--- config.mk ---
export PLATFORM = sky130hd
export DESIGN_NAME = serial_magnitude_comparator
export DESIGN_NICKNAME = d
export VERILOG_FILES = /design/src/rtl/serial_magnitude_comparator.sv
export SDC_FILE = /design/constraint.sdc
export NUM_CORES = 1
export LEC_CHECK = 0
export ABC_CLOCK_PERIOD_IN_PS = 1700
export CAP_MARGIN = 20
export CORE_MARGIN = 2
export CORE_UTILIZATION = 50
export DETAILED_ROUTE_END_ITERATION = 10
export GPL_ROUTABILITY_DRIVEN = 1
export PLACE_DENSITY = 0.77
export SETUP_SLACK_MARGIN = 0.2
export SLEW_MARGIN = 20
export SYNTH_ARGS = -nofsm -noshare
export SYNTH_HDL_FRONTEND = slang
export SYNTH_SLANG_ARGS = --single-unit
--- constraint.sdc ---
create_clock -name clk -period 1.7 [get_ports clk]
set_input_delay 0.34 -clock clk [delete_from_list [all_inputs] [get_ports clk]]
set_output_delay 0.34 -clock clk [all_outputs]
set_load 0.01 [all_outputs]
--- src/rtl/serial_magnitude_comparator.sv ---
`default_nettype none
// ============================================================================
// Module   : serial_magnitude_comparator (+ comparator_2bit slice)
// Brief    : MSB-first unsigned compare of two WIDTH-bit operands, 2 bits/cycle
// Revision : 1.0
// ============================================================================

module comparator_2bit (
  input  logic [1:0] a,
  input  logic [1:0] b,
  output logic       gt,
  output logic       eq,
  output logic       lt
);
  assign gt = (a > b);
  assign eq = (a == b);
  assign lt = (a < b);
endmodule

module serial_magnitude_comparator #(
  parameter int WIDTH = 8
) (
  input  logic             clk,
  input  logic             rst_n,
  input  logic             in_valid,
  output logic             in_ready,
  input  logic [WIDTH-1:0] a,
  input  logic [WIDTH-1:0] b,
  output logic             out_valid,
  input  logic             out_ready,
  output logic             a_gt_b,
  output logic             a_eq_b,
  output logic             a_lt_b,
  output logic             busy
);
  localparam int C_NDIG  = WIDTH / 2;
  localparam int C_CNT_W = (C_NDIG > 1) ? $clog2(C_NDIG) : 1;
  localparam logic [C_CNT_W-1:0] C_CNT_INIT = C_CNT_W'(C_NDIG - 1);

  typedef enum logic [1:0] {
    S_IDLE    = 2'd0,
    S_COMPARE = 2'd1,
    S_DONE    = 2'd2
  } state_t;

  state_t             r_state;
  state_t             w_state_nxt;
  logic               w_capture;
  logic [WIDTH-1:0]   r_a_sh;
  logic [WIDTH-1:0]   r_b_sh;
  logic [C_CNT_W-1:0] r_cnt;
  logic               r_gt;
  logic               r_eq;
  logic               r_lt;
  logic               w_gt;
  logic               w_eq;
  logic               w_lt;

  comparator_2bit u_slice (
    .a  (r_a_sh[WIDTH-1 -: 2]),
    .b  (r_b_sh[WIDTH-1 -: 2]),
    .gt (w_gt),
    .eq (w_eq),
    .lt (w_lt)
  );

  always_ff @(posedge clk or negedge rst_n) begin
    if (!rst_n) begin
      r_state <= S_IDLE;
    end else begin
      r_state <= w_state_nxt;
    end
  end

  always_comb begin
    w_state_nxt = r_state;
    w_capture   = 1'b0;
    case (r_state)
      S_IDLE: begin
        if (in_valid) begin
          w_state_nxt = S_COMPARE;
          w_capture   = 1'b1;
        end
      end
      S_COMPARE: begin
        if (!w_eq || (r_cnt == '0)) begin
          w_state_nxt = S_DONE;
        end
      end
      S_DONE: begin
        if (out_ready) begin
          w_state_nxt = S_IDLE;
        end
      end
      default: w_state_nxt = S_IDLE;
    endcase
  end

  // Flags survive the output handshake; only a new capture clears them.
  always_ff @(posedge clk or negedge rst_n) begin
    if (!rst_n) begin
      r_a_sh <= '0;
      r_b_sh <= '0;
      r_cnt  <= '0;
      r_gt   <= 1'b0;
      r_eq   <= 1'b0;
      r_lt   <= 1'b0;
    end else if (w_capture) begin
      r_a_sh <= a;
      r_b_sh <= b;
      r_cnt  <= C_CNT_INIT;
      r_gt   <= 1'b0;
      r_eq   <= 1'b0;
      r_lt   <= 1'b0;
    end else if (r_state == S_COMPARE) begin
      if (w_gt) begin
        r_gt <= 1'b1;
      end else if (w_lt) begin
        r_lt <= 1'b1;
      end else if (r_cnt == '0) begin
        r_eq <= 1'b1;
      end else begin
        r_a_sh <= r_a_sh << 2;
        r_b_sh <= r_b_sh << 2;
        r_cnt  <= r_cnt - C_CNT_W'(1);
      end
    end
  end

  assign in_ready  = (r_state == S_IDLE);
  assign busy      = (r_state != S_IDLE);
  assign out_valid = (r_state == S_DONE);
  assign a_gt_b    = r_gt;
  assign a_eq_b    = r_eq;
  assign a_lt_b    = r_lt;

endmodule
`default_nettype wire

* After elaboration in Yosys (flattened, before gate mapping)
Index checks and enable logic that the tools add are counted.
** Cells by class
- Add/sub/neg operators :: 1
- Magnitude comparators :: 2
- Equality and inequality tests :: 9
- Mux-type cells :: 33
- Reductions and logical operators :: 14
** Operators by type and width (count)
- 2-to-1 mux 8 bit :: 10
- 2-to-1 mux 2 bit :: 8
- 2-to-1 mux 1 bit :: 14
- inequality test 2 bit (second input constant) :: 5
- nonzero test 2 bit :: 5
- AND reduction 4 bit :: 2
- one-hot mux 2 bit (3 select lines) :: 1
- AND reduction 3 bit :: 2
- logical NOT 2 bit :: 2
- == test 2 x 1 -> 1 bit (second input constant) :: 1
- == test 2 bit :: 1
- == test 2 bit (second input constant) :: 1
- > comparator 2 bit :: 1
- < comparator 2 bit :: 1
- inequality test 2 x 1 -> 1 bit (second input constant) :: 1
- AND reduction 2 bit :: 1
- subtractor 2 x 1 -> 2 bit (second input constant) :: 1
- logical NOT 1 bit :: 1
- logical OR 1 bit :: 1
** Storage, ports and cells
- Bits in registers :: 23
- Input bits :: 20
- Output and inout bits :: 6
- Logic and storage cells :: 66

* Depth between registers and ports, before layout
Gate-level depths: netlist of run 1.
- Depth in word-level cells :: 6
- Gate-level depth with buffers :: 6

* Cells and area by module
Synthesis of run 1 repeated with hierarchy kept, for this count alone.
** Second synthesis, totals
- Cells, all modules :: 122
- Area total of the unflattened synthesis :: 1159.9 µm²
** Modules (own cells, without submodules)
- serial_magnitude_comparator :: instances 1, cells an instance 113, area an instance 1097.3 µm²
- comparator_2bit :: instances 1, cells an instance 9, area an instance 62.6 µm²

* Least setup slack after synthesis of run 1
No wires, ideal clock.
- Path kind :: register -> register
- Start point :: reg r_a_sh[7]
- End point :: reg r_cnt[1]
- Setup time :: 87 ps
- Arrival :: 1433 ps
- Required time :: 1613 ps
- Setup slack :: 180 ps
- Stages on the path, launching flop included :: 5
- Cells stage by stage :: dfrtp_1 > ha_1 > nand3b_4 > or4_1 > o211ai_1
** On the way
- Cells in the longest elaborated chain, start to end :: 3
- Elaborated cells on any way between the ends :: 5
** RTL lines
- start: declaration :: line 49 : logic [WIDTH-1:0] r_a_sh;
- start signal: assignment :: line 123 : r_a_sh <= r_a_sh << 2;
- < comparator 2 bit or > comparator 2 bit (tied branches) :: line 17, 15
- inequality test 2 bit (no source line)
- AND reduction 4 bit (no source line) *
- end signal: assignment :: line 125 : r_cnt <= r_cnt - C_CNT_W'(1);
- end: declaration :: line 51 : logic [C_CNT_W-1:0] r_cnt;
Every way passes the cells marked *; elsewhere a longest branch is shown, timed or not.
A chain may end at the register's enable or synchronous reset.

* Worst setup path after layout of run 1
- Start point :: reg r_b_sh[6]
- End point :: reg r_b_sh[6]
** On the way
- Cells in the longest elaborated chain, start to end :: 3
- Elaborated cells on any way between the ends :: 5
** RTL lines
- start: declaration :: line 50 : logic [WIDTH-1:0] r_b_sh;
- start signal: assignment :: line 124 : r_b_sh <= r_b_sh << 2;
- < comparator 2 bit or > comparator 2 bit (tied branches) :: line 17, 15
- inequality test 2 bit (no source line)
- AND reduction 4 bit (no source line) *
Marks and branches as above.

==> qor.csv, run 1 <==
stage;metric;value;unit
placement;Placed Area;1570;um^2
global_routing;Overflow after GRT;0;
die;io pins;26;
synthesis;Post-Syn Area;1281;um^2
route;vias per cell;5.556;
synthesis;Post-Syn Instances;134;
synthesis;Main synth FF type;dfrtp_1;
status;status;finished, final reports clean;
route;Routed WL per cell;14.84;um
flow_run;max-cap viol count;0;
synthesis;fraction of registers with async set/reset;100.0;%
die;row cnt;18;
synthesis;Synth area leaders;dfrtp_1, nand2_1, o211ai_1;
setup_path;WP data required;1.92;ns
synthesis;Synth area leader;dfrtp_1;
die;Initial Util;52.19;%
clock_tree;CTS tree;built;
finish;Final #Nets;201;
synthesis;average size of a mapped cell;9.561;um^2
route;final WL;3071;um
power;maximum vdd drop;0.001075;V
setup_path;CP Class;reg -> reg;
clock_tree;# clock sinks;23;
die;die area;2983;um^2
finish;Antenna diodes;0;
timing;Slew headroom;72.61;%
route;Residual DRC;0;
timing;min cycle time layout;1.598;ns
global_routing;Total Routing Usage GR;22.87;%
die;Die Width;54.62;um
clock_tree;H-tree Lvls;1;
timing;FMAX;626.0;MHz
setup_path;CP max FO;5;
clock_tree;Clk pin slew, worst setup/hold paths;0.14;ns
placement;hpwl dp;1835;um
power;Leak;0.7848;nW
setup_path;critical path's most frequent cell;buf_6;
global_routing;first-pass GRT wire length;4919;um
timing;setup ws final;0.1025;ns
finish;layout cells sized above 1;30.51;%
global_routing;number of global-route vias before repair;1183;
timing;fin crit share;93.97;%
finish;final core utilization;72.27;%
placement;Placer Congestion;0.8278;
timing;Slew Viols, Final;0;
synthesis;Post-synth EDFFs;0;
route;post-route ant nets;0;
power;PD cells;1807;nW/um^2
setup_path;Worst setup EP type;flip-flop;
route;DR pass1 iterations;4;
die;Die Y;54.62;um
timing;final setup fails;0;
clock_tree;# hold bufs at CTS;0;
clock_tree;CTS root buf;clkbuf_4;
clock_tree;CTS buffer count;3;
timing;Fin. Hold Viols;0;
setup_path;CP startpoint kind;flip-flop;
finish;Fillers;163;
setup_path;Crit path arrival time;1.82;ns
timing;skew final;0.01571;ns
clock_tree;worst-skew pair later-pin latency;0.31;ns
route;1st-iter DRT viols;16;
timing;Slew @ Worst Pin;0.4104;ns
synthesis;synth warn;0;
synthesis;sequential fraction of the synthesis area;44.92;%
finish;Area Overhead vs Synth;38.48;%
finish;cell area after layout;1774;um^2
setup_path;worst stage delay on the critical path;0.43;ns
timing;unrepaired setup endpoints after global routing;yes;
setup_path;cell chain of the critical path;ha_4, buf_6, and4b_2, buf_6, nand4_1, o211ai_1;
min_path;min-delay worst type;in -> async;
setup_path;buffer and inverter count on the worst path;2;
synthesis;syn_nets;157;
setup_path;top cell family by delay on the critical path;simple AND/OR/NAND/NOR gates;
route;vias after detailed routing;1150;
synthesis;#FFs+latches synth;23;
clock_tree;Clock Path Buffers;2;
placement;setup slack at placement;-0.05046;ns
synthesis;distinct cell type count after synthesis;33;
die;Core Region;2455;um^2
placement;# port buffers;25;
global_routing;largest net degree at the start of global routing;24;
setup_path;Crit-path slowest cell;dfrtp_1;
synthesis;Synth top area share;44.92;%
global_routing;initial antenna violation count;0;
## where the power goes
| part | switching (mW) | internal (mW) |
|---|---|---|
| clock network | 0.163 | 0.0914 |
| logic | 0.944 | 1.05 |
| registers | 0.165 | 0.795 |
## cell type report
class                           instances  area [um^2]  share of cell area, %
Timing Repair Buffer                   48        426.7                  24.05
Multi-Input combinational cell         92        668.1                  37.66
Tap cell                               30        37.54                  2.116
Sequential cell                        23        578.1                  32.58
Clock buffer                            4        26.28                  1.481
Inverter                               10        37.54                  2.116
## layer usage
| metal | vias to the layer above | GRT usage [%] | part of all wire [%] |
|---|---|---|---|
| li1 | 567 | - | - |
| met1 | 537 | 26.64 | 42 |
| met2 | 40 | 41.07 | 51 |
| met3 | 6 | 3.552 | 5.4 |
| met4 | 0 | 9.583 | 1.8 |
| met5 | - | 0 | 0 |
## worst paths after layout
path / endpoint / slack [ns] / start / cells past startpoint
max in group asynchronous: r_state[1] / 1.08 / rst_n / 2
worst max-delay path: r_b_sh[6] / 0.10 / r_b_sh[6] / 6
worst max register to register: r_b_sh[6] / 0.10 / r_b_sh[6] / 6
worst min-delay path: r_b_sh[2] / 0.36 / rst_n / 2
min in group clk: r_b_sh[1] / 0.53 / r_b_sh[1] / 2
worst min register to register: r_b_sh[1] / 0.53 / r_b_sh[1] / 2
## Yosys cell counts (all sizes together) (2+ instances only)
master / count
o211ai: 13
a41oi: 2
nor2b: 3
buf: 7
nand4: 10
o21ai: 6
nand2: 29
a21oi: 6
ha: 3
dfrtp: 23
inv: 10
o31ai: 2
nor2: 3
nand2b: 3
clkbuf: 2
## cell usage in the layout, fill, tap and decap left out, types with 2 or more instances in the layout
cell type / synthesis / final
a21oi_1: 6 / 4
a21oi_2: 0 / 2
a41oi_2: 0 / 2
buf_4: 0 / 17
buf_6: 5 / 6
clkbuf_2: 0 / 3
clkbuf_4: 0 / 3
clkdlybuf4s50_1: 0 / 19
dfrtp_1: 23 / 21
dfrtp_2: 0 / 2
dlygate4sd2_1: 0 / 3
ha_4: 0 / 2
inv_1: 10 / 9
nand2_1: 28 / 28
nand2b_1: 3 / 2
nand4_1: 10 / 10
nor2_2: 2 / 3
o211ai_1: 12 / 12
o21ai_1: 4 / 5
## metrics by stage
| stage | hold slack [ns] | instances | power (mW) | TNS [ns] |
|---|---|---|---|---|
| after global placement | 0.5043 | 188 | 2.311 | -0.3679 |
| final | 0.3601 | 207 | 3.206 | 0 |
| after CTS | 0.3683 | 204 | 2.864 | 0 |
| after detailed placement | 0.5133 | 188 | 2.361 | -0.4247 |
| after global routing | 0.3682 | 207 | 3.451 | 0 |
| after floorplan | 0.04441 | 134 | 2.002 | 0 |
## what timing repair did
action	CTS	global route
gates resized for setup	15	21
pin swaps	10	22
setup buffers	12	3
endpoints found under the setup margin	23	22
## sequential cells by signal, summed over array words and instances, names as in the netlist
signal   cells
a_eq_b       1
a_lt_b       1
a_gt_b       1
r_state      2
r_a_sh       8
r_cnt        2
r_b_sh       8
## logic make-up (layout without fill, tap and decap cells)
kind of cell | count (synthesis) | count (layout) | synth area share, %
buf+inv | 19 | 62 | 9.472
simple gates | 58 | 58 | 26.08
compound gates | 31 | 31 | 16.60
flops | 23 | 23 | 44.92
fa+ha+maj | 3 | 3 | 2.930
Power figures use the tool's default switching activity.
==> run 2, diff against run 1 <==
--- a/config.mk
+++ b/config.mk
@@ -13,7 +13,7 @@
 export GPL_ROUTABILITY_DRIVEN = 1
 export PLACE_DENSITY = 0.77
 export SETUP_SLACK_MARGIN = 0.2
-export SLEW_MARGIN = 20
+export SLEW_MARGIN = 25
 export SYNTH_ARGS = -nofsm -noshare
 export SYNTH_HDL_FRONTEND = slang
 export SYNTH_SLANG_ARGS = --single-unit
==> results of run 2 <==
Same layout as run 1: the final DEF is identical, and so are final timing and power.
==> run 3, diff against run 2 <==
--- a/config.mk
+++ b/config.mk
@@ -12,6 +12,7 @@
 export DETAILED_ROUTE_END_ITERATION = 10
 export GPL_ROUTABILITY_DRIVEN = 1
 export PLACE_DENSITY = 0.77
+export REMOVE_ABC_BUFFERS = 1
 export SETUP_SLACK_MARGIN = 0.2
 export SLEW_MARGIN = 25
 export SYNTH_ARGS = -nofsm -noshare
==> run 3 against run 2 <==
  * Die area unchanged
  * Clock skew is 0.012 ns lower
  * Utilization grew 7.2 points
  * The flow now finishes with violations (setup timing)
  * Highest routed layer unchanged
  * Register-to-register slack got worse by 0.12 ns
  * Design area up 10%
  * First-iteration DRC count rose to 3.5 times the previous value
  * Worst setup slack worse by 0.12 ns
  * Routed wire length up 31%
==> qor.csv, run 3 (same netlist as run 1, synthesis figures left out) <==
stage;metric;value;unit
status;status;finished, violations left;
status;failing checks;setup timing;
clock_tree;worst-skew pair later-pin latency;0.33;ns
setup_path;worst stage delay on the critical path;0.43;ns
global_routing;number of global-route vias before repair;1249;
setup_path;buffer and inverter count on the worst path;2;
route;vias after detailed routing;1271;
timing;Slew Viols, Final;0;
power;maximum vdd drop;0.001235;V
die;Die Y;54.62;um
timing;FMAX;581.4;MHz
die;row cnt;18;
clock_tree;Clk pin slew, worst setup/hold paths;0.13;ns
setup_path;CP startpoint kind;flip-flop;
timing;fin crit share;101.2;%
timing;setup TNS;-0.01992;ns
setup_path;Crit path depth;6;
global_routing;initial antenna violation count;0;
route;post-route ant nets;0;
clock_tree;Clock Path Buffers;2;
clock_tree;CTS buffer count;3;
power;Leak;0.8577;nW
clock_tree;# clock sinks;23;
global_routing;Total Routing Usage GR;27.26;%
flow_run;max-cap viol count;0;
route;Routed WL per cell;18.96;um
route;Residual DRC;0;
setup_path;Crit path arrival time;1.93;ns
die;io pins;26;
setup_path;Crit Reg-Reg Startpoint;r_a_sh[6];
power;combinational cell fraction of total power;64.5;%
min_path;min-delay worst type;in -> async;
route;vias per cell;5.995;
setup_path;reg2reg path depth;6;
timing;skew final;0.004132;ns
route;final WL;4020;um
finish;Largest regs;r_a_sh x8, r_b_sh x8;
die;Die Width;54.62;um
clock_tree;CTS tree;built;
setup_path;start point of the critical path;r_a_sh[6];
finish;Area Overhead vs Synth;52.34;%
setup_path;worst r2r dst;r_a_sh[6];
setup_path;cell chain of the critical path;inv_2, ha_4, nand3b_4, buf_4, o31ai_1, a21oi_2;
finish;commonest cells after routing, fill and taps aside;dfrtp_1, nand2_1, clkdlybuf4s50_1, buf_4, o211ai_1;
placement;Placer Congestion;0.8139;
setup_path;CP max FO;4;
power;P_sw;1.503;mW
setup_path;top cell family by delay on the critical path;compound AO/OA/AOI/OAI gates;
power;PD cells;1820;nW/um^2
timing;setup ws final;-0.01992;ns
timing;unrepaired setup endpoints after global routing;yes;
setup_path;Worst setup EP type;flip-flop;
route;DR pass1 iterations;4;
timing;Slew headroom;70.57;%
placement;hpwl dp;2001;um
finish;layout cells sized above 1;38.46;%
setup_path;Critical Path End;r_a_sh[6];
global_routing;largest net degree at the start of global routing;24;
power;Pwr Total;3.553;mW
power;Seq pwr share;27.9;%
timing;final setup fails;1;
route;1st-iter DRT viols;56;
timing;Fin. Hold Viols;0;
finish;final core utilization;79.51;%
setup_path;worst reg-to-reg setup slack;-0.02;ns
power;internal power;2.051;mW
power;power share of the clock group;7.6;%
setup_path;WP data required;1.91;ns
global_routing;first-pass GRT wire length;5664;um
clock_tree;H-tree Lvls;1;
finish;Antenna diodes;0;
setup_path;CP Class;reg -> reg;
power;Net Sw Frac;42.29;%
finish;most common cell after layout, fill and taps aside;dfrtp_1;
timing;Slew @ Worst Pin;0.4377;ns
global_routing;Overflow after GRT;0;
setup_path;Crit-path slowest cell;dfrtp_1;
placement;# port buffers;25;
clock_tree;CTS root buf;clkbuf_4;
die;die area;2983;um^2
die;Core Region;2455;um^2
timing;min cycle time layout;1.720;ns
clock_tree;# hold bufs at CTS;0;
finish;Final #Nets;206;
die;Initial Util;52.19;%
run 3: what timing repair did:
item / CTS / global route
cloned: 2 / 1
hold endpoints to repair: 0 / 0
buffers inserted: 10 / 7
pin swaps: 6 / 8
resized for setup: 28 / 33
endpoints found under the setup margin: 25 / 23
run 3: worst min path at each step:
| stage | from | endpoint | depth (start not counted) |
|---|---|---|---|
| finish | rst_n | r_a_sh[3] | 2 |
| global route | rst_n | r_a_sh[3] | 2 |
| CTS | rst_n | a_gt_b | 2 |
| detailed placement | a_gt_b | a_gt_b | 2 |
| global placement | a_gt_b | a_gt_b | 2 |
| floorplan | rst_n | a_eq_b | 0 |
run 3: area by class of cell:
| type | count | area (um^2) |
|---|---|---|
| multi-input combinational | 92 | 716.9 |
| sequential | 23 | 578.1 |
| timing repair buffer | 53 | 554.3 |
| fill | 151 | 503.0 |
| inverter | 10 | 37.54 |
| tap | 30 | 37.54 |
| clock buffer | 3 | 22.52 |
| clock inverter | 1 | 5.005 |
run 3: per-layer routing:
metal | GRT usage (%) | share of wire [%] | vias to the layer above
met5 | 0 | 0 | -
met4 | 19.58 | 4.2 | 0
li1 | - | - | 567
met3 | 4.098 | 5.2 | 22
met1 | 31.67 | 40 | 623
met2 | 45.24 | 51 | 59
run 3: stage by stage:
stage          instance area, um^2  hold WS (ns)  worst slack, ns  std cells
5_1_grt                       1952        0.3757         -0.03928        212
4_1_cts                       1795        0.3683           0.1213        204
2_1_floorplan                 1197       0.04441           0.1466        125
6_report                      1952        0.3468         -0.01992        212
3_3_place_gp                  1558        0.5054          0.01699        188
3_5_place_dp                  1558        0.5127         -0.02321        188
run 3: power by group through the flow:
stage / logic [mW] / clock network (mW) / registers, mW
after CTS: 1.81 / 0.272 / 0.947
after detailed placement: 1.34 / 0 / 0.954
final: 2.29 / 0.269 / 0.993
after global routing: 2.44 / 0.306 / 1.01
after global placement: 1.29 / 0 / 0.939
after floorplan: 0.866 / 0 / 0.927
run 3: worst reg2reg max path: stages, from the launching register on:
cell	delay (ns)
dfrtp_1	0.43
inv_2	0.07
ha_4	0.29
nand3b_4	0.11
buf_4	0.17
o31ai_1	0.42
a21oi_2	0.10
